<file path="config.mk">
export PLATFORM = sky130hd
export DESIGN_NAME = seq_divider_flat
export DESIGN_NICKNAME = d
export VERILOG_FILES = /design/src/rtl/seq_divider_if.sv /design/src/rtl/seq_divider.sv /design/src/flat_wrapper.sv
export SDC_FILE = /design/constraint.sdc
export NUM_CORES = 1
export LEC_CHECK = 0
export CAP_MARGIN = 5
export CORE_MARGIN = 4
export CORE_UTILIZATION = 49
export CTS_CLUSTER_DIAMETER = 150
export DETAILED_ROUTE_END_ITERATION = 7
export PLACE_DENSITY = 0.85
export SYNTH_ARGS = -nofsm -noshare
export SYNTH_HDL_FRONTEND = slang
export SYNTH_SLANG_ARGS = --single-unit
</file>
<file path="constraint.sdc">
create_clock -name clk -period 2.11 [get_ports clk]
set_input_delay 0.422 -clock clk [delete_from_list [all_inputs] [get_ports clk]]
set_output_delay 0.422 -clock clk [all_outputs]
set_load 0.01 [all_outputs]
</file>
<file path="src/rtl/seq_divider_if.sv">
// Handshake and data bundle for seq_divider.
// master: the side issuing operations and consuming results.
// slave:  the divider itself.
interface seq_divider_if #(
    parameter int DATA_WIDTH = 8
);
    logic                      in_valid;
    logic                      in_ready;
    logic [2*DATA_WIDTH-1:0]   dividend;
    logic [DATA_WIDTH-1:0]     divisor;
    logic                      out_valid;
    logic                      out_ready;
    logic [2*DATA_WIDTH-1:0]   quotient;
    logic [DATA_WIDTH-1:0]     remainder;
    logic                      div_by_zero;
    logic                      overflow;

    modport master (
        output in_valid, dividend, divisor, out_ready,
        input  in_ready, out_valid, quotient, remainder, div_by_zero, overflow
    );

    modport slave (
        input  in_valid, dividend, divisor, out_ready,
        output in_ready, out_valid, quotient, remainder, div_by_zero, overflow
    );
endinterface

</file>
<file path="src/rtl/seq_divider.sv">
// Iterative restoring divider: 2*DATA_WIDTH dividend / DATA_WIDTH divisor,
// returning a 2*DATA_WIDTH quotient and a DATA_WIDTH remainder.
// Latency: out_valid rises 2*DATA_WIDTH+1 edges after the accept edge.
// Backpressure: results held in DONE until out_ready; no new accept until then.
// Ports: clk, rst (async, active-high), bus (seq_divider_if.slave).
module seq_divider #(
    parameter int DATA_WIDTH = 8,
    parameter bit SIGNED_DIV = 1'b0
) (
    input  logic         clk,
    input  logic         rst,
    seq_divider_if.slave bus
);
    localparam int                DW        = 2 * DATA_WIDTH;
    localparam int                CNT_W     = $clog2(DW);
    localparam logic [CNT_W-1:0]  LAST_ITER = CNT_W'(DW - 1);
    localparam logic [DW-1:0]     MIN_DVD   = {1'b1, {(DW-1){1'b0}}};

    typedef enum logic [1:0] {IDLE, CALC, FIX, DONE} state_t;

    state_t                  state_q;
    logic [CNT_W-1:0]        cnt_q;
    // Dividend magnitude shifts out MSB-first while quotient bits shift in.
    logic [DW-1:0]           dvd_q;
    logic [DATA_WIDTH:0]     rem_q;
    logic [DATA_WIDTH-1:0]   dvs_q;
    logic [DATA_WIDTH-1:0]   dlo_q;
    logic                    qneg_q;
    logic                    rneg_q;
    logic                    dbz_cap_q;
    logic                    ovf_cap_q;

    logic                    out_valid_q;
    logic [DW-1:0]           quot_q;
    logic [DATA_WIDTH-1:0]   remo_q;
    logic                    dbz_q;
    logic                    ovf_q;

    // Operand conditioning at capture time.
    logic                    dvd_neg;
    logic                    dvs_neg;
    logic [DW-1:0]           dvd_mag_d;
    logic [DATA_WIDTH-1:0]   dvs_mag_d;
    logic                    dbz_d;
    logic                    ovf_d;

    always_comb begin
        dvd_neg   = SIGNED_DIV && bus.dividend[DW-1];
        dvs_neg   = SIGNED_DIV && bus.divisor[DATA_WIDTH-1];
        // |-2^(n-1)| wraps to 2^(n-1), which is correct read as unsigned.
        dvd_mag_d = dvd_neg ? -bus.dividend : bus.dividend;
        dvs_mag_d = dvs_neg ? -bus.divisor  : bus.divisor;
        dbz_d     = (bus.divisor == '0);
        ovf_d     = SIGNED_DIV && (bus.dividend == MIN_DVD) && (bus.divisor == '1);
    end

    // One restoring step. The partial remainder is always < |divisor|, so its
    // low DATA_WIDTH bits plus the incoming dividend bit lose nothing.
    logic [DATA_WIDTH:0]     rem_shift;
    logic                    sub_ok;
    logic [DATA_WIDTH:0]     rem_d;
    logic [DW-1:0]           dvd_d;

    always_comb begin
        rem_shift = {rem_q[DATA_WIDTH-1:0], dvd_q[DW-1]};
        sub_ok    = (rem_shift >= {1'b0, dvs_q});
        rem_d     = sub_ok ? (rem_shift - {1'b0, dvs_q}) : rem_shift;
        dvd_d     = {dvd_q[DW-2:0], sub_ok};
    end

    // Sign fix-up and special cases, registered in FIX.
    logic [DW-1:0]           quot_d;
    logic [DATA_WIDTH-1:0]   remo_d;

    always_comb begin
        quot_d = qneg_q ? -dvd_q : dvd_q;
        remo_d = rneg_q ? -rem_q[DATA_WIDTH-1:0] : rem_q[DATA_WIDTH-1:0];
        if (dbz_cap_q) begin
            quot_d = '1;
            remo_d = dlo_q;
        end else if (ovf_cap_q) begin
            quot_d = MIN_DVD;
            remo_d = '0;
        end
    end

    always_ff @(posedge clk or posedge rst) begin
        if (rst) begin
            state_q     <= IDLE;
            cnt_q       <= '0;
            dvd_q       <= '0;
            rem_q       <= '0;
            dvs_q       <= '0;
            dlo_q       <= '0;
            qneg_q      <= 1'b0;
            rneg_q      <= 1'b0;
            dbz_cap_q   <= 1'b0;
            ovf_cap_q   <= 1'b0;
            out_valid_q <= 1'b0;
            quot_q      <= '0;
            remo_q      <= '0;
            dbz_q       <= 1'b0;
            ovf_q       <= 1'b0;
        end else begin
            case (state_q)
                IDLE: begin
                    if (bus.in_valid) begin
                        dvd_q     <= dvd_mag_d;
                        dvs_q     <= dvs_mag_d;
                        dlo_q     <= bus.dividend[DATA_WIDTH-1:0];
                        rem_q     <= '0;
                        qneg_q    <= dvd_neg ^ dvs_neg;
                        rneg_q    <= dvd_neg;
                        dbz_cap_q <= dbz_d;
                        ovf_cap_q <= ovf_d;
                        cnt_q     <= '0;
                        state_q   <= CALC;
                    end
                end
                CALC: begin
                    rem_q <= rem_d;
                    dvd_q <= dvd_d;
                    cnt_q <= cnt_q + CNT_W'(1);
                    if (cnt_q == LAST_ITER) begin
                        state_q <= FIX;
                    end
                end
                FIX: begin
                    quot_q      <= quot_d;
                    remo_q      <= remo_d;
                    dbz_q       <= dbz_cap_q;
                    ovf_q       <= ovf_cap_q;
                    out_valid_q <= 1'b1;
                    state_q     <= DONE;
                end
                DONE: begin
                    if (bus.out_ready) begin
                        out_valid_q <= 1'b0;
                        quot_q      <= '0;
                        remo_q      <= '0;
                        dbz_q       <= 1'b0;
                        ovf_q       <= 1'b0;
                        state_q     <= IDLE;
                    end
                end
                default: state_q <= IDLE;
            endcase
        end
    end

    assign bus.in_ready    = (state_q == IDLE);
    assign bus.out_valid   = out_valid_q;
    assign bus.quotient    = quot_q;
    assign bus.remainder   = remo_q;
    assign bus.div_by_zero = dbz_q;
    assign bus.overflow    = ovf_q;
endmodule

</file>
<file path="src/flat_wrapper.sv">
// flat-port wrapper written by rule: the top's interface ports become plain ports
module seq_divider_flat 
#(
    parameter int DATA_WIDTH = 8,
    parameter bit SIGNED_DIV = 1'b0
)
  (clk, rst, bus_in_valid, bus_dividend, bus_divisor, bus_out_ready, bus_in_ready, bus_out_valid, bus_quotient, bus_remainder, bus_div_by_zero, bus_overflow);
  seq_divider_if #(.DATA_WIDTH(DATA_WIDTH)) bus_i ();
  input  logic clk;
  input  logic rst;
  input wire logic [$bits(bus_i.in_valid)-1:0] bus_in_valid;
  input wire logic [$bits(bus_i.dividend)-1:0] bus_dividend;
  input wire logic [$bits(bus_i.divisor)-1:0] bus_divisor;
  input wire logic [$bits(bus_i.out_ready)-1:0] bus_out_ready;
  output wire logic [$bits(bus_i.in_ready)-1:0] bus_in_ready;
  output wire logic [$bits(bus_i.out_valid)-1:0] bus_out_valid;
  output wire logic [$bits(bus_i.quotient)-1:0] bus_quotient;
  output wire logic [$bits(bus_i.remainder)-1:0] bus_remainder;
  output wire logic [$bits(bus_i.div_by_zero)-1:0] bus_div_by_zero;
  output wire logic [$bits(bus_i.overflow)-1:0] bus_overflow;
  assign bus_i.in_valid = bus_in_valid;
  assign bus_i.dividend = bus_dividend;
  assign bus_i.divisor = bus_divisor;
  assign bus_i.out_ready = bus_out_ready;
  assign bus_in_ready = bus_i.in_ready;
  assign bus_out_valid = bus_i.out_valid;
  assign bus_quotient = bus_i.quotient;
  assign bus_remainder = bus_i.remainder;
  assign bus_div_by_zero = bus_i.div_by_zero;
  assign bus_overflow = bus_i.overflow;
  seq_divider #(.DATA_WIDTH(DATA_WIDTH), .SIGNED_DIV(SIGNED_DIV)) u_core (.clk(clk), .rst(rst), .bus(bus_i));
endmodule
</file>
==> results.toml, run 1 <==
[status]
run_status = "finished clean"

[finish]
ant_cells = 0
nets = 471
final.fill_count = 585
areaGrowthSynthToFinish_pct = 25.74
final_layout_size_suffix_gt1_share_pct = 12.90

[timing]
worst_hold_check_slack_ns = 0.4656
relSlewSlack_pct = 64.69
number_of_endpoints_failing_setup_at_the_final_stage = 0
fmax_mhz = 493.8
finClkSkew_ns = 0.007352
report.final.slew_viol_count = 0
finalCriticalPeriod_ns = 2.025
actual_slew_at_the_worst_max_slew_pin_ns = 0.5296
timing.final.crit_share_pct = 95.98
rsz0062_at_grt = "false"
timing.setup.tns_ns = 0
hold_viol_final = 0

[setup_path]
r2r-start = "u_core.dvs_q[6]"
crit_family = "buffers and inverters"
cp_data_arrival_time_ns = 1.60
required_ns = 1.69
cp-startpoint = "u_core.state_q[0]"
slowest_delay_ns = 0.53
timing.critical_path.from_type = "register"
critical_path.cell_chain = "inv_1 -> ha_4 -> clkdlybuf4s50_1"
worst-r2r-setup-slack_ns = 0.11
worst_r2r_endpoint = "u_core.rem_q[1]"
crit_path_capture_type = "output pin"
critical_path.slowest_cell = "sky130_fd_sc_hd__clkdlybuf4s50_1"
criticalPathCategory = "reg2out"
crit_buf_inv = 2
crit_fanout = 5
ff2ff_path_depth = 7

[yosys]
synth_seq_area_share_pct = 49.13
synthesis.area_per_instance_um2 = 10.13
synth.ff_latch_count = 73
yosys_warnings = 0
synth_ff_type = "sky130_fd_sc_hd__dfrtp_1"
ys_types = 42
synth.net_count = 409
mapped_cell_area_um2 = 3719
yosys.area.top_type = "sky130_fd_sc_hd__dfrtp_1"
ys_async_sr_fraction_pct = 100.0
synth_cells = 367
synth_area_leaders = "sky130_fd_sc_hd__dfrtp_1 (49%), sky130_fd_sc_hd__nand2_1 (8.1%), sky130_fd_sc_hd__mux2i_1 (6.2%), sky130_fd_sc_hd__o211ai_1 (4.4%), sky130_fd_sc_hd__ha_1 (4.4%)"
synth_enable_flop_cells = 0
netlist.area_leader.share_pct = 49.13

[global_route]
grt_overflow = 0
grt_pass1_vias = 2894
number_of_antenna_violations_at_the_first_check_in_global_routing = 0
grt_use_total_pct = 18.69
grt_max_degree = 74
global_route_wire_length_before_repair_um = 13410

[clocking]
clock_tree_from_tritoncts = "built"
worst_skew_pair.late_latency_ns = 0.34
cts.htree.levels = 3
cts-root-to-sink-buffers = 2
cts_hold_buffers = 0
worst_setup_hold_path_clk_slew_ns = 0.07
cts.sinks = 73
cts_buffers = 9
clk_root_buffer_cell = "sky130_fd_sc_hd__clkbuf_8"

[detailed_routing]
routed_wirelength_um = 8111
detailroute.via_count = 2905
drt_pre_antenna_iters = 4
route.detailed.drc = 0
detail_route.wl_per_cell_um = 15.22
first_iter_violations = 98
vias_cell = 5.450
drt.antenna.violating_nets = 0

[hold_path]
min_path_cells = 2
hold_path_class = "reg2reg"
hold_path_startpoint = "u_core.bus.quotient[9]"
holdPathEnd = "u_core.bus.quotient[9]"

[placed_design]
place.gp.congestion = 0.8777
portBuffers = 54
estimated_wirelength_of_the_detail_placed_design_um = 5867

[floorplan]
die_height_um = 95.12
die_width_um = 95.12
row_count = 31
die_area_um2 = 9047
floorplan.initialDensity_pct = 50.73
boundaryPins = 56
fp.coreArea_um2 = 7331

[pwr]
power_per_cell_area_nw_per_um2 = 1593
power.static_leakage_nw = 2.050
vdd.ir_drop.worst_mv = 0.7077

[flow_run]
maxCapViolations = 0
-- flip-flops by register name (all words and copies together), names as in the netlist, 2 cells and up --
register and flops:
u_core.bus.quotient 16, u_core.dvd_q 16, u_core.bus.remainder 8, u_core.dlo_q 8
u_core.dvs_q 8, u_core.rem_q 8, u_core.cnt_q 4, u_core.state_q 2
-- worst max-delay path by stage --
stage | end | slack [ns] | depth (start not counted)
after detailed placement | u_core.rem_q[1] | 0.04 | 7
final | bus_in_ready | 0.08 | 3
after global placement | u_core.rem_q[1] | 0.12 | 7
after floorplan | u_core.rem_q[0] | 0.14 | 7
after global routing | u_core.rem_q[1] | 0.001 | 7
after CTS | u_core.rem_q[1] | 0.008 | 7
-- routing by layer --
layer | vias up | wire length, µm | share of wire, % | global-route usage, %
met4 | 0 | 78 | 0.96 | 5.769
met2 | 74 | 3949 | 49 | 31.02
met1 | 1401 | 3638 | 45 | 24.26
met3 | 13 | 444 | 5.5 | 4.341
met5 | - | 0 | 0 | 0
li1 | 1417 | - | - | -
-- layout make-up --
type / instances / area (µm²) / share of cell area [%]
Inverter: 15 / 60.06 / 1.284
Sequential cell: 73 / 1827 / 39.07
Clock inverter: 6 / 67.56 / 1.445
Timing Repair Buffer: 73 / 695.7 / 14.88
Clock buffer: 10 / 127.6 / 2.729
Multi-Input combinational cell: 257 / 1774 / 37.94
Tap cell: 99 / 123.9 / 2.649
-- cells in the final DEF, fill, tap and decap left out, drive strengths merged, types with 13 or more instances in the layout --
| master | netlist | routed |
|---|---|---|
| nand2 | 80 | 80 |
| inv | 15 | 15 |
| mux2 | 18 | 18 |
| o211ai | 23 | 23 |
| mux2i | 23 | 23 |
| clkdlybuf4s50 | 0 | 54 |
| ha | 13 | 13 |
| o21ai | 25 | 25 |
| dfrtp | 73 | 73 |
| buf | 7 | 19 |
-- power by group --
part / switching, mW / total [mW] / internal, mW
Combinational: 2.14 / 3.94 / 1.80
Clock: 0.534 / 1.08 / 0.550
Sequential: 0.418 / 2.43 / 2.01
Total: 3.10 / 7.45 / 4.35
-- synthesized netlist by cell type, types with 2 or more instances --
master                      n
sky130_fd_sc_hd__clkbuf_1  15
sky130_fd_sc_hd__nand4_1    4
sky130_fd_sc_hd__buf_2      3
sky130_fd_sc_hd__nor2_1     7
sky130_fd_sc_hd__nand2_1   80
sky130_fd_sc_hd__a22o_1     3
sky130_fd_sc_hd__o211ai_1  22
sky130_fd_sc_hd__and3_1     2
sky130_fd_sc_hd__mux2i_1   23
sky130_fd_sc_hd__nand2b_1   4
sky130_fd_sc_hd__and2_1     3
sky130_fd_sc_hd__dfrtp_1   73
sky130_fd_sc_hd__o221ai_1   2
sky130_fd_sc_hd__nand3_1    9
sky130_fd_sc_hd__buf_6      3
sky130_fd_sc_hd__nor4_1     2
sky130_fd_sc_hd__o31ai_1    8
sky130_fd_sc_hd__o21ai_1    4
sky130_fd_sc_hd__o21ai_0   21
sky130_fd_sc_hd__mux2_1     9
sky130_fd_sc_hd__inv_1     14
sky130_fd_sc_hd__xor2_1     2
sky130_fd_sc_hd__a21o_1     3
sky130_fd_sc_hd__nor2b_1    4
sky130_fd_sc_hd__a21oi_1   10
sky130_fd_sc_hd__ha_1      13
sky130_fd_sc_hd__mux2_2     9
-- stage by stage --
step	power (mW)	cells	worst slack, ns	instance area, µm²	util (%)
2_1_floorplan	4.974	367	0.1351	3722	-
3_3_place_gp	5.974	515	0.1236	4422	60.32
3_5_place_dp	6.158	515	0.03809	4422	60.32
4_1_cts	7.281	531	0.007861	4619	63.01
5_1_grt	8.058	533	0.0009861	4676	63.78
6_report	7.450	533	0.08483	4676	63.78
-- repair_timing --
action,in CTS,in global routing
endpoints found under the setup margin,1,8
pin swaps,0,2
endpoints found under the hold margin,0,0
resized for setup,1,8
setup buffers,0,2
-- cell families (layout without fill, tap and decap cells) --
| group | count (synthesis) | count (layout) | share of synthesized area (%) |
|---|---|---|---|
| simple gates | 117 | 117 | 13.66 |
| compound gates | 81 | 81 | 15.31 |
| flops | 73 | 73 | 49.13 |
| mux | 41 | 41 | 11.64 |
| buf+inv | 37 | 104 | 4.542 |
| fa+ha+maj | 14 | 14 | 4.913 |
| xor+xnor | 3 | 3 | 0.7067 |
| other cells | 1 | 1 | 0.1008 |
-- worst min-delay path, cell delays in order (launching register included) --
cell	delay, ns
sky130_fd_sc_hd__dfrtp_1	0.34
sky130_fd_sc_hd__nand2_1	0.05
sky130_fd_sc_hd__nand2_1	0.05
Note: power is estimated with default switching activity, not from simulation.
==> run 2, diff against run 1 <==
Settings changed: CTS_CLUSTER_DIAMETER 150 to 80.
==> results of run 2 <==
Same layout as run 1: the final DEF is identical, and so are final timing and power.
==> run 3, diff against run 2 <==
Settings changed: CORE_UTILIZATION 49 to 54, PLACE_DENSITY 0.85 to 0.89.
Clock period 2.11 ns to 1.9 ns, I/O delays scaled along.
==> run 3 against run 2 <==
  * Final cell count down 0.38%
  * Utilization up 12 points
  * Critical path depth up 4
  * Wire length up 12%
  * Sequential power up 12%
  * Clock skew up 0.0074 ns
  * Count of clock-buffer cells in the layout unchanged
  * Flip-flop and latch count unchanged
  * Highest routed layer unchanged
==> results.toml, run 3 (same netlist as run 1, synthesis figures left out) <==
[status]
run_status = "finished clean"

[timing]
number_of_endpoints_failing_setup_at_the_final_stage = 0
timing.setup.tns_ns = 0
timing.final.crit_share_pct = 99.04
finClkSkew_ns = 0.01476
actual_slew_at_the_worst_max_slew_pin_ns = 0.5232
rsz0062_at_grt = "true"
finalCriticalPeriod_ns = 1.882
fmax_mhz = 531.4
relSlewSlack_pct = 65.12
report.final.slew_viol_count = 0
hold_viol_final = 0
worst_hold_check_slack_ns = 0.3331

[clocking]
worst_setup_hold_path_clk_slew_ns = 0.09
clock_tree_from_tritoncts = "built"
cts-root-to-sink-buffers = 2
worst_skew_pair.late_latency_ns = 0.36
clk_root_buffer_cell = "sky130_fd_sc_hd__clkbuf_8"
cts.htree.levels = 3
cts.sinks = 73
cts_buffers = 9

[flow_run]
maxCapViolations = 0

[pwr]
design_power_total_mw = 9.326
comb_power_share_pct = 55.0
clockPowerShare_pct = 15.9
switchingPower_mw = 3.730
power.internal_mw = 5.596
swShare_pct = 39.99
power_per_cell_area_nw_per_um2 = 1884
vdd.ir_drop.worst_mv = 1.064
power_frac_seq_pct = 29.0
power.static_leakage_nw = 2.190

[global_route]
grt_pass1_vias = 3126
grt_max_degree = 39
number_of_antenna_violations_at_the_first_check_in_global_routing = 0
global_route_wire_length_before_repair_um = 14920
grt_use_total_pct = 22.74
grt_overflow = 0

[finish]
layout.cells.non_filler = 531
layout.cells.most_common_list = "sky130_fd_sc_hd__nand2_1 (79), sky130_fd_sc_hd__dfrtp_1 (73), sky130_fd_sc_hd__clkdlybuf4s50_1 (53)"
areaGrowthSynthToFinish_pct = 33.14
final_layout_size_suffix_gt1_share_pct = 19.16
ant_cells = 0
final_common_cell = "sky130_fd_sc_hd__nand2_1"
nets = 491

[placed_design]
portBuffers = 54
estimated_wirelength_of_the_detail_placed_design_um = 6488
dp_cells = 509
place.gp.congestion = 0.8343

[setup_path]
worst_r2r_endpoint = "u_core.rem_q[4]"
timing.critical_path.to = "u_core.rem_q[4]"
r2r-start = "u_core.dvs_q[0]"
ff2ff_path_depth = 7
cp_data_arrival_time_ns = 2.15
crit_path_capture_type = "register"
cp-startpoint = "u_core.dvs_q[0]"
timing.critical_path.from_type = "register"
required_ns = 2.17
worst-r2r-setup-slack_ns = 0.02
crit_fanout = 3
criticalPathCategory = "reg2reg"

[floorplan]
die_area_um2 = 8278
fp.coreArea_um2 = 6531
die_height_um = 90.99
row_count = 29
boundaryPins = 56
floorplan.initialDensity_pct = 56.93
die_width_um = 90.99

[hold_path]
hold_path_class = "in2async"

[detailed_routing]
detailroute.via_count = 3052
vias_cell = 5.748
detail_route.wl_per_cell_um = 17.16
drt.antenna.violating_nets = 0
drt_pre_antenna_iters = 4
first_iter_violations = 154
routed_wirelength_um = 9112
route.detailed.drc = 0
-- run 3: changes by cell type in the layout (fill, tap and decap cells not counted), moves of 2 or more --
cell | before | now
sky130_fd_sc_hd__buf_4 | 18 | 34
sky130_fd_sc_hd__bufinv_16 | 1 | 3
sky130_fd_sc_hd__ha_1 | 10 | 8
sky130_fd_sc_hd__nand3_1 | 9 | 7
sky130_fd_sc_hd__buf_12 | 1 | 4
-- run 3: how the worst min path moves through the flow --
stage	to	slack, ns	cells past startpoint	from
2_1_floorplan	u_core.dlo_q[0]	0.46	1	u_core.dlo_q[0]
3_3_place_gp	u_core.bus.quotient[9]	0.45	2	u_core.bus.quotient[9]
3_5_place_dp	u_core.bus.quotient[13]	0.45	2	u_core.bus.quotient[13]
4_1_cts	u_core.bus.quotient[11]	0.33	2	rst
5_1_grt	u_core.bus.quotient[11]	0.36	2	rst
6_report	u_core.bus.quotient[11]	0.33	2	rst
-- run 3: power by group through the flow --
stage          Sequential (mW)  Combinational, mW  Clock (mW)
2_1_floorplan             2.70               2.85           0
3_3_place_gp              2.66               4.34           0
3_5_place_dp              2.71               4.51           0
4_1_cts                   2.70               4.63        1.51
5_1_grt                   2.79               5.63        1.58
6_report                  2.71               5.13        1.49
-- run 3: repair_timing --
action / in CTS / in global routing
gates resized for setup: 7 / 15
endpoints found under the setup margin: 9 / 9
pin swaps: 3 / 11
hold buffers: 0 / 0
endpoints found under the hold margin: 0 / 0
setup buffers: 1 / 5
-- run 3: layer usage --
layer	global-route usage, %	vias to the layer above	part of all wire, %
met2	39.36	113	52
met3	4.298	14	6.2
li1	-	1447	-
met1	28.38	1478	41
met4	8.543	0	1.3
met5	0	-	0
-- run 3: final cells by class --
class | count | area (µm²)
Multi-Input combinational cell | 257 | 1839
Inverter | 15 | 60.06
Sequential cell | 73 | 1827
Fill cell | 419 | 1580
Timing Repair Buffer | 93 | 885.9
Clock inverter | 6 | 115.1
Clock buffer | 10 | 127.6
Tap cell | 77 | 96.34
-- run 3: stage by stage --
| step | utilization [%] | worst slack [ns] | cell area [µm²] |
|---|---|---|---|
| floorplan | - | 0.001712 | 3735 |
| global placement | 69.89 | -0.05046 | 4564 |
| detailed placement | 69.89 | -0.09231 | 4564 |
| CTS | 73.89 | 0.001270 | 4826 |
| global route | 75.80 | -0.08461 | 4951 |
| finish | 75.80 | 0.01831 | 4951 |
-- run 3: worst max-delay path, cell delays in order (launching register included) --
cell,delay (ns)
sky130_fd_sc_hd__dfrtp_1,0.39
sky130_fd_sc_hd__ha_1,0.23
sky130_fd_sc_hd__fa_2,0.37
sky130_fd_sc_hd__nand2b_1,0.15
sky130_fd_sc_hd__a21oi_1,0.17
sky130_fd_sc_hd__xor2_1,0.22
sky130_fd_sc_hd__nand4_1,0.16
sky130_fd_sc_hd__o211ai_1,0.10
==> RTL change (config.mk and constraints of run 1) <==
Make the reset (`rst`) synchronous in one clocked block. Comments in the files are not updated.
--- a/src/rtl/seq_divider.sv
+++ b/src/rtl/seq_divider.sv
@@ -84,7 +84,7 @@
         end
     end
 
-    always_ff @(posedge clk or posedge rst) begin
+    always_ff @(posedge clk) begin
         if (rst) begin
             state_q     <= IDLE;
             cnt_q       <= '0;
Behaviour: differs if rst is asserted again (counterexample within 4 cycles, from zero or initial values and one cycle with rst high); with rst held inactive, the same outputs for 10 cycles.
==> RTL change against run 1 <==
Routed wire length up 1.1%; combinational power down 23%; core utilization is 0.43 points lower; area after synthesis is 7.4% lower; highest routed layer unchanged; sequential cell count unchanged; largest power group unchanged; worst setup slack got worse by 23 ps; largest cell class is now multi-input gates; first-iteration DRC count rose by 95%; cell area decreased by 7.9%; power decreased by 18%; critical path type unchanged.
==> RTL change: results (changes against run 1) <==
DPL Wire Length 6.04 mm (+3.0%); met1 usage in global routing 23.5% (-0.79 points); status finished, final reports clean; NonClk Buf Share 15.1% (+0.24 points); met3 WL 334 um (-25%); VDD IR max 0.765 mV (+8.1%); drt total wl 8.20 mm (+1.1%); share of layout cells above drive strength 1 7.68% (-5.2 points); post-synthesis compound-gate area fraction 16.8% (+1.4 points); clk_lat worst skew 360 ps (+20 ps); Post-synth ARST share 0% (-100 points); bufs w/o clock 66 (-9.6%); met3 usage 5.09% (+0.75 points); post-synthesis cell type count 41 (-2.4%); Slew @ Worst Pin 666 ps (+136 ps); metal2 WL 4.21 mm (+6.6%); mux contribution to synthesized area 8.14% (-3.5 points); worst clock skew 9.73 ps (+2.38 ps); largest cells by area after synthesis dfxtp_1 (42%), mux2i_1 (8.1%), a21oi_1 (7.8%), nor2_1 (7.8%), nand2_1 (5.1%); GRT Resource Usage Total 20.0% (+1.3 points); Post-Synth XOR/XNOR Area 0.763% (+0.056 points); clock share of power 17.9% (+3.3 points); pre-CTS WS 80.6 ps (+42.5 ps); post-place instance area 4100 sq um (-7.4%); Synth top cells by count dfxtp_1 (73), nor2_1 (72), a21oi_1 (54); gpl congestion 0.902 (+2.7%); sequential area share after synthesis 42.4% (-6.7 points); WL/cell 14.2 um (-6.8%); M2 GR Usage 34.8% (+3.8 points); LEAKAGE 0.00159 uW (-23%)
[RTL change: cell count changes after synthesis, moves of 7 or more]
| cell | change |
|---|---|
| o31ai_1 | -7 |
| dfxtp_1 | +73 |
| nor2_1 | +65 |
| mux2_2 | -9 |
| dfrtp_1 | -73 |
| o21ai_0 | -8 |
| a21oi_1 | +44 |
| mux2_1 | -9 |
| a211oi_1 | +15 |
| nand2_1 | -33 |
| o211ai_1 | -22 |
| nor3_1 | +27 |
[RTL change: worst paths after layout]
check | startpoint | cells past startpoint | slack, ps | end
max | u_core.state_q[0] | 3 | 60 | bus_in_ready
min | rst | 2 | 330 | u_core.dvd_q[0]
max reg2reg | u_core.rem_q[1] | 7 | 70 | u_core.rem_q[6]
min reg2reg | u_core.dvs_q[4] | 2 | 460 | u_core.dvs_q[4]
[RTL change: repair_timing]
item,in CTS,in global routing
setup endpoints to repair,1,4
endpoints found under the hold margin,0,0
gates resized for setup,1,5
pin swaps,0,1
